`src/rtl/seg7_mux_scan.sv`:
```
// seg7_mux_scan: time-multiplexed hex driver for a common-anode 7-segment
// display. Scans NUM_DIGITS digits with an anti-ghosting blank window at the
// start of each slot. Display data is double-buffered: load fills a pending
// buffer which is promoted to the active buffer only at the frame wrap.
module seg7_mux_scan #(
  parameter int NUM_DIGITS       = 4,
  parameter int REFRESH_DIV      = 125000,
  parameter int BLANK_CYCLES     = 64,
  parameter int SEG_ACTIVE_LOW   = 1,
  parameter int DIGIT_ACTIVE_LOW = 1
) (
  input  logic                      clk,
  input  logic                      rst_n,
  input  logic [4*NUM_DIGITS-1:0]   value,
  input  logic [NUM_DIGITS-1:0]     dp_in,
  input  logic [NUM_DIGITS-1:0]     blank_in,
  input  logic                      lz_en,
  input  logic                      load,
  output logic [NUM_DIGITS-1:0]     digit,
  output logic [6:0]                ssegt,
  output logic                      dp,
  output logic                      frame_done,
  output logic                      busy_pending
);

  localparam int PW = (REFRESH_DIV > 1) ? $clog2(REFRESH_DIV) : 1;
  localparam int IW = $clog2(NUM_DIGITS);
  localparam logic [PW-1:0] PRESC_LAST = PW'(REFRESH_DIV - 1);
  localparam logic [IW-1:0] IDX_LAST   = IW'(NUM_DIGITS - 1);
  localparam logic [6:0] SEG_OFF = (SEG_ACTIVE_LOW != 0) ? 7'h7F : 7'h00;
  localparam logic       DP_OFF  = (SEG_ACTIVE_LOW != 0);
  localparam logic [NUM_DIGITS-1:0] DIG_OFF = (DIGIT_ACTIVE_LOW != 0) ? '1 : '0;

  // Active-low segment pattern {g,f,e,d,c,b,a} for one hex nibble.
  function automatic logic [6:0] hex7_low(input logic [3:0] n);
    case (n)
      4'h0: hex7_low = 7'b1000000;
      4'h1: hex7_low = 7'b1111001;
      4'h2: hex7_low = 7'b0100100;
      4'h3: hex7_low = 7'b0110000;
      4'h4: hex7_low = 7'b0011001;
      4'h5: hex7_low = 7'b0010010;
      4'h6: hex7_low = 7'b0000010;
      4'h7: hex7_low = 7'b1111000;
      4'h8: hex7_low = 7'b0000000;
      4'h9: hex7_low = 7'b0010000;
      4'hA: hex7_low = 7'b0001000;
      4'hB: hex7_low = 7'b0000011;
      4'hC: hex7_low = 7'b1000110;
      4'hD: hex7_low = 7'b0100001;
      4'hE: hex7_low = 7'b0000110;
      default: hex7_low = 7'b0001110;
    endcase
  endfunction

  logic [PW-1:0]             presc_reg, presc_next;
  logic [IW-1:0]             idx_reg, idx_next;
  logic [4*NUM_DIGITS-1:0]   pend_val_reg, act_val_reg;
  logic [NUM_DIGITS-1:0]     pend_dp_reg, act_dp_reg;
  logic [NUM_DIGITS-1:0]     pend_blank_reg, act_blank_reg;
  logic                      busy_reg;
  logic                      frame_done_reg;
  logic [NUM_DIGITS-1:0]     digit_reg, digit_next;
  logic [6:0]                sseg_reg, sseg_next;
  logic                      dp_reg, dp_next;

  logic                      slot_end, wrap, in_blank, dark;
  logic [3:0]                nibble;
  logic [NUM_DIGITS-1:0]     upper_zero, lz_supp, onehot;

  assign slot_end = (presc_reg == PRESC_LAST);
  assign wrap     = slot_end && (idx_reg == IDX_LAST);
  assign nibble   = act_val_reg[{idx_reg, 2'b00} +: 4];
  assign onehot   = NUM_DIGITS'(1) << idx_reg;

  // upper_zero[i]: digit i and every digit above it hold nibble 0.
  // Digit 0 is never suppressed so a zero value still shows "0".
  genvar gi;
  generate
    for (gi = 0; gi < NUM_DIGITS; gi++) begin : g_lz
      assign upper_zero[gi] = (act_val_reg[4*NUM_DIGITS-1:4*gi] == '0);
      if (gi == 0) begin : g_d0
        assign lz_supp[gi] = 1'b0;
      end else begin : g_dn
        assign lz_supp[gi] = lz_en & upper_zero[gi];
      end
    end
    if (BLANK_CYCLES == 0) begin : g_noblank
      assign in_blank = 1'b0;
    end else begin : g_blank
      assign in_blank = (presc_reg < PW'(BLANK_CYCLES));
    end
  endgenerate

  assign dark = act_blank_reg[idx_reg] | lz_supp[idx_reg];

  // Scan counters: prescaler per slot, digit index wraps once per frame.
  always_comb begin
    presc_next = presc_reg + PW'(1);
    idx_next   = idx_reg;
    if (slot_end) begin
      presc_next = '0;
      idx_next   = wrap ? '0 : idx_reg + IW'(1);
    end
  end

  // Output pattern for the current slot, registered below for 1-cycle latency.
  always_comb begin
    digit_next = DIG_OFF;
    sseg_next  = SEG_OFF;
    dp_next    = DP_OFF;
    if (!in_blank) begin
      digit_next = (DIGIT_ACTIVE_LOW != 0) ? ~onehot : onehot;
      if (!dark) begin
        sseg_next = (SEG_ACTIVE_LOW != 0) ? hex7_low(nibble) : ~hex7_low(nibble);
        dp_next   = (SEG_ACTIVE_LOW != 0) ? ~act_dp_reg[idx_reg] : act_dp_reg[idx_reg];
      end
    end
  end

  // Scan state and frame-wrap pulse.
  always_ff @(posedge clk) begin
    if (!rst_n) begin
      presc_reg      <= '0;
      idx_reg        <= '0;
      frame_done_reg <= 1'b0;
    end else begin
      presc_reg      <= presc_next;
      idx_reg        <= idx_next;
      frame_done_reg <= wrap;
    end
  end

  // Double buffer: load fills pending; the wrap promotes the old pending
  // contents, so a load on the wrap cycle stays pending for the next frame.
  always_ff @(posedge clk) begin
    if (!rst_n) begin
      pend_val_reg   <= '0;
      pend_dp_reg    <= '0;
      pend_blank_reg <= '0;
      act_val_reg    <= '0;
      act_dp_reg     <= '0;
      act_blank_reg  <= '0;
      busy_reg       <= 1'b0;
    end else begin
      if (wrap && busy_reg) begin
        act_val_reg   <= pend_val_reg;
        act_dp_reg    <= pend_dp_reg;
        act_blank_reg <= pend_blank_reg;
      end
      if (load) begin
        pend_val_reg   <= value;
        pend_dp_reg    <= dp_in;
        pend_blank_reg <= blank_in;
        busy_reg       <= 1'b1;
      end else if (wrap) begin
        busy_reg       <= 1'b0;
      end
    end
  end

  // Registered display pins.
  always_ff @(posedge clk) begin
    if (!rst_n) begin
      digit_reg <= DIG_OFF;
      sseg_reg  <= SEG_OFF;
      dp_reg    <= DP_OFF;
    end else begin
      digit_reg <= digit_next;
      sseg_reg  <= sseg_next;
      dp_reg    <= dp_next;
    end
  end

  assign digit        = digit_reg;
  assign ssegt        = sseg_reg;
  assign dp           = dp_reg;
  assign frame_done   = frame_done_reg;
  assign busy_pending = busy_reg;

endmodule

```
`config.mk`:
```
export PLATFORM = sky130hd
export DESIGN_NAME = seg7_mux_scan
export DESIGN_NICKNAME = d
export VERILOG_FILES = /design/src/rtl/seg7_mux_scan.sv
export SDC_FILE = /design/constraint.sdc
export NUM_CORES = 1
export LEC_CHECK = 0
export ABC_AREA = 1
export CAP_MARGIN = 10
export CORE_ASPECT_RATIO = 1.1
export CORE_MARGIN = 3
export CORE_UTILIZATION = 55
export CTS_CLUSTER_DIAMETER = 120
export DETAILED_ROUTE_END_ITERATION = 6
export GPL_TIMING_DRIVEN = 0
export PLACE_DENSITY = 0.78
export SLEW_MARGIN = 20
export SYNTH_ARGS = -nofsm -noshare
export SYNTH_HDL_FRONTEND = slang
export SYNTH_SLANG_ARGS = --single-unit
```
`constraint.sdc`:
```
create_clock -name clk -period 2.2 [get_ports clk]
set_input_delay 0.33 -clock clk [delete_from_list [all_inputs] [get_ports clk]]
set_output_delay 0.33 -clock clk [all_outputs]
set_load 0.01 [all_outputs]
```
# == Yosys cells after proc, flatten, opt, wreduce, memory -nomap -nowiden ==
# Memory sizes are Yosys's and may differ from the RTL's. A register that Yosys moved wholly into a read port is not among the register bits.
# Cells that the tools add are included.
# totals
register_bits,74
mem_bits_ro,112
ramBits,0
mem_count,1
latch_bits,0
input_bits,28
word_cells,46
output_inout_bits,14
# classes
n_eq_ne,2
n_mux,9
order_cmp,2
div,0
multipliers,0
bitwise_logic,7
shift,2
n_addsub,2
n_reduce_logical,9
# memory_table
memory,depth,width,rd,rd_clocked_by_memory_dff,write_ports,line_no,source
(no name shown),16,7,1,1,0,36,case (n)
# ops
cell,n
$add A17 B1 Y17 const B,1
$eq A17 B17 Y1 const B,1
$lt A17 B7 Y1 const B,1
$shiftx A16 B5 Y4,1
$logic_not A12 Y1,1
$logic_not A8 Y1,1
$bmux W1 S2,3
$mux W1,5
$logic_not A4 Y1,1
$not A4 Y4,1
$reduce_or A2 Y1,2
$shl A1 B2 Y4 const A,1
$and A1 B1 Y1,3
$lt A2 B3 Y1 const B,1
$reduce_or A3 Y1,1
$add A2 B1 Y2 const B,1
$eq A2 B2 Y1 const B,1
$logic_and A1 B1 Y1,2
$mux W2,1
$not A1 Y1,2
$reduce_bool A2 Y1,1
$or A1 B1 Y1,1

# == Longest topological paths before layout ==
# logic_depth
word_depth,6
ltp_mapped,11

# == Least setup slack after synthesis ==
# OpenSTA, ideal clock, no wires.
# synth_path
kind,flip-flop to flip-flop
from,reg idx_reg[0]
to,reg sseg_reg[0] (netlist: ssegt[0])
required_time_ns,2.068
path_stages_with_launch,12
setup_time_ns,0.132
arrival_time_ns,1.497
n_path_buf,2
setup_slack_ns,0.571
period_less_slack_ns,1.629
path_cell_list,dfxtp_1 -> buf_4 -> buf_4 -> nand2_1 -> nand3_1 -> nand2_1 -> inv_1 -> ha_1 -> inv_1 -> o21ai_0 -> nand2_1 -> nand3_1
# synth_via
elab_chain_cells,4
word_cells_on_any_way,7
classes_between,1 x shift; 4 x mux; 1 x bitwise; 1 x reduce/logical
# synth_lines
item,line_no,source
"start, declared",57,"logic [IW-1:0] idx_reg, idx_next;"
"start signal, assigned",129,idx_reg <= idx_next;
$bmux W1 S2,95,assign dark = act_blank_reg[idx_reg] | lz_supp[idx_reg];
$mux W1 (not written as such),95,
$or A1 B1 Y1,95,
$reduce_or A3 Y1 (no source line),-,
"end, declared",64,"logic [6:0] sseg_reg, sseg_next;"
# Several ways; a longest one is shown, not always the timed one. The select of a mux whose other input is x is not followed.
# A chain may end at the register's enable or synchronous reset.

# == Final worst setup path ==
# layout_path
from,reg idx_reg[0]
to,reg sseg_reg[5] (netlist: ssegt[5])
# Same word-level chain as after synthesis.

==> metrics.md <==
| Metric | Value |
|---|---|
| Post-detailed-route wirelength per cell | 11.6 um |
| Pin count of the biggest net entering global routing | 15 |
| Initial antenna violation count | 0 |
| Power share of the clock group | 41.9% |
| Tcrit/Tclk final | 86.5% |
| Diode count | 0 |
| Power density over the cells | 642 nW/um^2 |
| Path type of the worst min-delay path | input pin to register |
| Int Pwr | 0.00221 W |
| Proportion of synthesized chip area in sequential cells | 43.4% |
| Die Span X | 84.6 um |
| Worst rel slew slack | 64.3% |
| Setup fix buffers added after clock tree synthesis | 0 |
| Total leakage power | 1.98 nW |
| Total Routing Usage GR | 20.8% |
| Outcome | completed |
| Worst-case register-to-register setup slack | 300 ps |
| CTS Root Buffer Type | clkbuf_8 |
| Count of nets left with antenna violations after detail routing | 0 |
| Total core area | 6380 um^2 |
| Placer congestion estimate | 0.894 |
| Distinct cell type count after synthesis | 27 |
| Max reg flops | 17 |
| Endpoint arrival time on the critical path | 2200 ps |
| Switching component of the power | 0.000648 W |
| Logic gate share of total power | 4.8% |
| Peak VDD IR | 0.000417 V |
| Mapped Avg Cell Area | 6.92 um^2 |
| Detailed-routing iteration count for the pre-antenna-repair pass | 5 |
| Initial cell density of the core | 58.5% |
| Worst-margin pin slew | 535 ps |
| Gate count of the mapped netlist | 540 |
| Clock insertion delay at the later pin of the skew report | 360 ps |
| CTS hold repair buffers | 0 |
| Total of buffers placed on input and output ports | 40 |
| Number of levels the H-tree was split into | 3 |
| Ratio of cells with drive above 1 in the final layout | 9.90% |
| Number of synthesis warnings | 0 |
| Sequential cell fraction of total power | 53.3% |
| Clock edge transition at the registers on the reported setup and hold paths | 80 ps |
| Netlist area before placement | 3740 um^2 |
| Crit Path Category | register to register |
| Die extent in y | 92.4 um |
| Final nets | 630 |
| Number of vias in the routed layout | 3346 |
| Setup clock skew after layout | 16.8 ps |
| Die Area | 7820 um^2 |
| Startpoint class of the critical path | register |
| Ratio of routed vias to standard cells | 4.95 |
| Resized cells post-CTS | 0 |
| Global-route wire length before repair | 13200 um |
| Min cycle time layout | 1900 ps |
| Remaining design rule violation count | 0 |
| Drt total wl | 7850 um |
| Number of DRC markers after the initial detailed-route iteration | 189 |
| Critical-path maximum fanout | 10 |
| Vias in the first global route | 3106 |
| Ports | 42 |
| Core utilization of the finished layout | 69.8% |
| CTS Buf Count | 9 |
| Number of hold violations in the final report | 0 |
| Worst Path Required | 2500 ps |
| Number of register bits inferred by synthesis | 81 |
| Sink Count | 81 |
| CTS Buffer Depth | 2 |
| FMAX | 525 MHz |
| DP HPWL | 5750 um |
| Max_cap viols | 0 |
| Placed cells | 660 |
| Total of fill cells in the finished design | 553 |
| Switching share of power | 22.7% |
| Core Rows | 30 |
| Area Growth Syn to Fin | 19.3% |
| Clock tree from TritonCTS | yes |
| Total Negative Setup Slacks | 0 ps |
| Type of destination of the critical path | register |
| Overflow after GRT | 0 |
| Setup repair after global routing missed its margin | no |
| Synthesized Nets | 579 |
| Final setup vio count | 0 |
| Final slew viol count | 0 |
| Final Instance Count excl. Fillers | 676 |
## per-stage QoR
stage,setup slack (ps),hold WS (ps),power (W),cell area (um^2)
final,297,421,0.00286,4460
after global routing,95.5,454,0.00296,4460
after CTS,289,401,0.00288,4460
after detailed placement,346,476,0.00169,4240
after global placement,386,432,0.00169,4240
after floorplan,571,418,0.00162,3740
## layer usage
metal / up-vias / GRT usage (%) / share of wire, %
met4: 0 / 10.0 / 2.6
met3: 17 / 4.89 / 4.4
met2: 78 / 35.2 / 47
li1: 1785 / - / -
met1: 1466 / 24.8 / 46
met5: - / 0 / 0
## synthesized netlist by cell type (all sizes together)
| master | n | share of area, % |
|---|---|---|
| nand2 | 135 | 14 |
| dfxtp | 81 | 43 |
| inv | 49 | 4.9 |
| nor2 | 130 | 15 |
| xor2 | 3 | 0.70 |
| clkbuf | 10 | 1.0 |
| nand3 | 36 | 5.0 |
| nor3 | 5 | 0.80 |
| or2 | 1 | 0.17 |
| buf | 11 | 2.2 |
| clkinv | 2 | 0.20 |
| nand4 | 6 | 1.2 |
| a21oi | 19 | 2.5 |
| ha | 11 | 3.7 |
| o21ai | 39 | 5.2 |
| o21a | 1 | 0.20 |
| nor3b | 1 | 0.20 |
## placed cells by master, fill, tap and decap left out
master and count:
buf_4 3, nor2_1 105, inv_1 45, nor3b_1 1, nand3_1 35, nand4_1 5
clkbuf_8 9, nor2_4 2, or2_0 1, a21oi_1 19, ha_1 11, dfxtp_1 81
inv_2 4, nand2_2 1, buf_2 5, o21a_1 1, bufinv_16 2, clkinvlp_4 3
nand4_2 1, clkinv_1 2, nor2_2 23, nand2_1 134, nand3_2 1, clkdlybuf4s50_1 40
o21ai_1 1, clkbuf_1 11, buf_6 3, xor2_1 3, nor3_1 4, nor3_2 1
o21ai_0 38, inv_6 1
## critical path: stages, from the launching register on
cell and delay, ps:
dfxtp_1 400, clkinv_1 260, nand2_1 140, nand2_1 70, o21ai_0 420, ha_1 250, nand2_1 100, nand2_1 80
nand2_1 50, nand3_1 80
## power by group through the flow
stage | Clock (W) | Combinational [W] | Sequential, W
3_3_place_gp | 0 | 0.000132 | 0.00156
5_1_grt | 0.00127 | 0.000154 | 0.00153
6_report | 0.00120 | 0.000137 | 0.00152
2_1_floorplan | 0 | 0.0000663 | 0.00155
3_5_place_dp | 0 | 0.000136 | 0.00156
4_1_cts | 0.00122 | 0.000138 | 0.00152
## final timing paths
check / start / end / cells after the start
setup / recovery: idx_reg[0]$_SDFFE_PN0P_ / ssegt[5]$_SDFF_PP1_ / 9
hold / removal: rst_n / idx_reg[1]$_SDFFE_PN0P_ / 3
setup reg to reg: idx_reg[0]$_SDFFE_PN0P_ / ssegt[5]$_SDFF_PP1_ / 9
hold reg to reg: presc_reg[0]$_SDFF_PP0_ / presc_reg[0]$_SDFF_PP0_ / 1
## cell families (layout without fill, tap and decap cells)
group	after synthesis	after routing	share of synthesized area, %
flops	81	81	43.4
xor+xnor	3	3	0.703
compound gates	59	59	7.97
buf+inv	72	128	8.31
fa+ha+maj	11	11	3.68
simple gates	314	314	35.9
## cell type report
cell class              count  area [um^2]  share of cell area, %
plain buffers              21          119                   2.67
multi-input cells         387         1800                   40.5
clock inverters             6         91.3                   2.05
clock buffers              10          128                   2.86
well taps                  80          100                   2.25
repair buffers             40          400                   8.99
inverters                  51          191                   4.30
flip-flops and latches     81         1620                   36.4
Power figures use the tool's default switching activity.
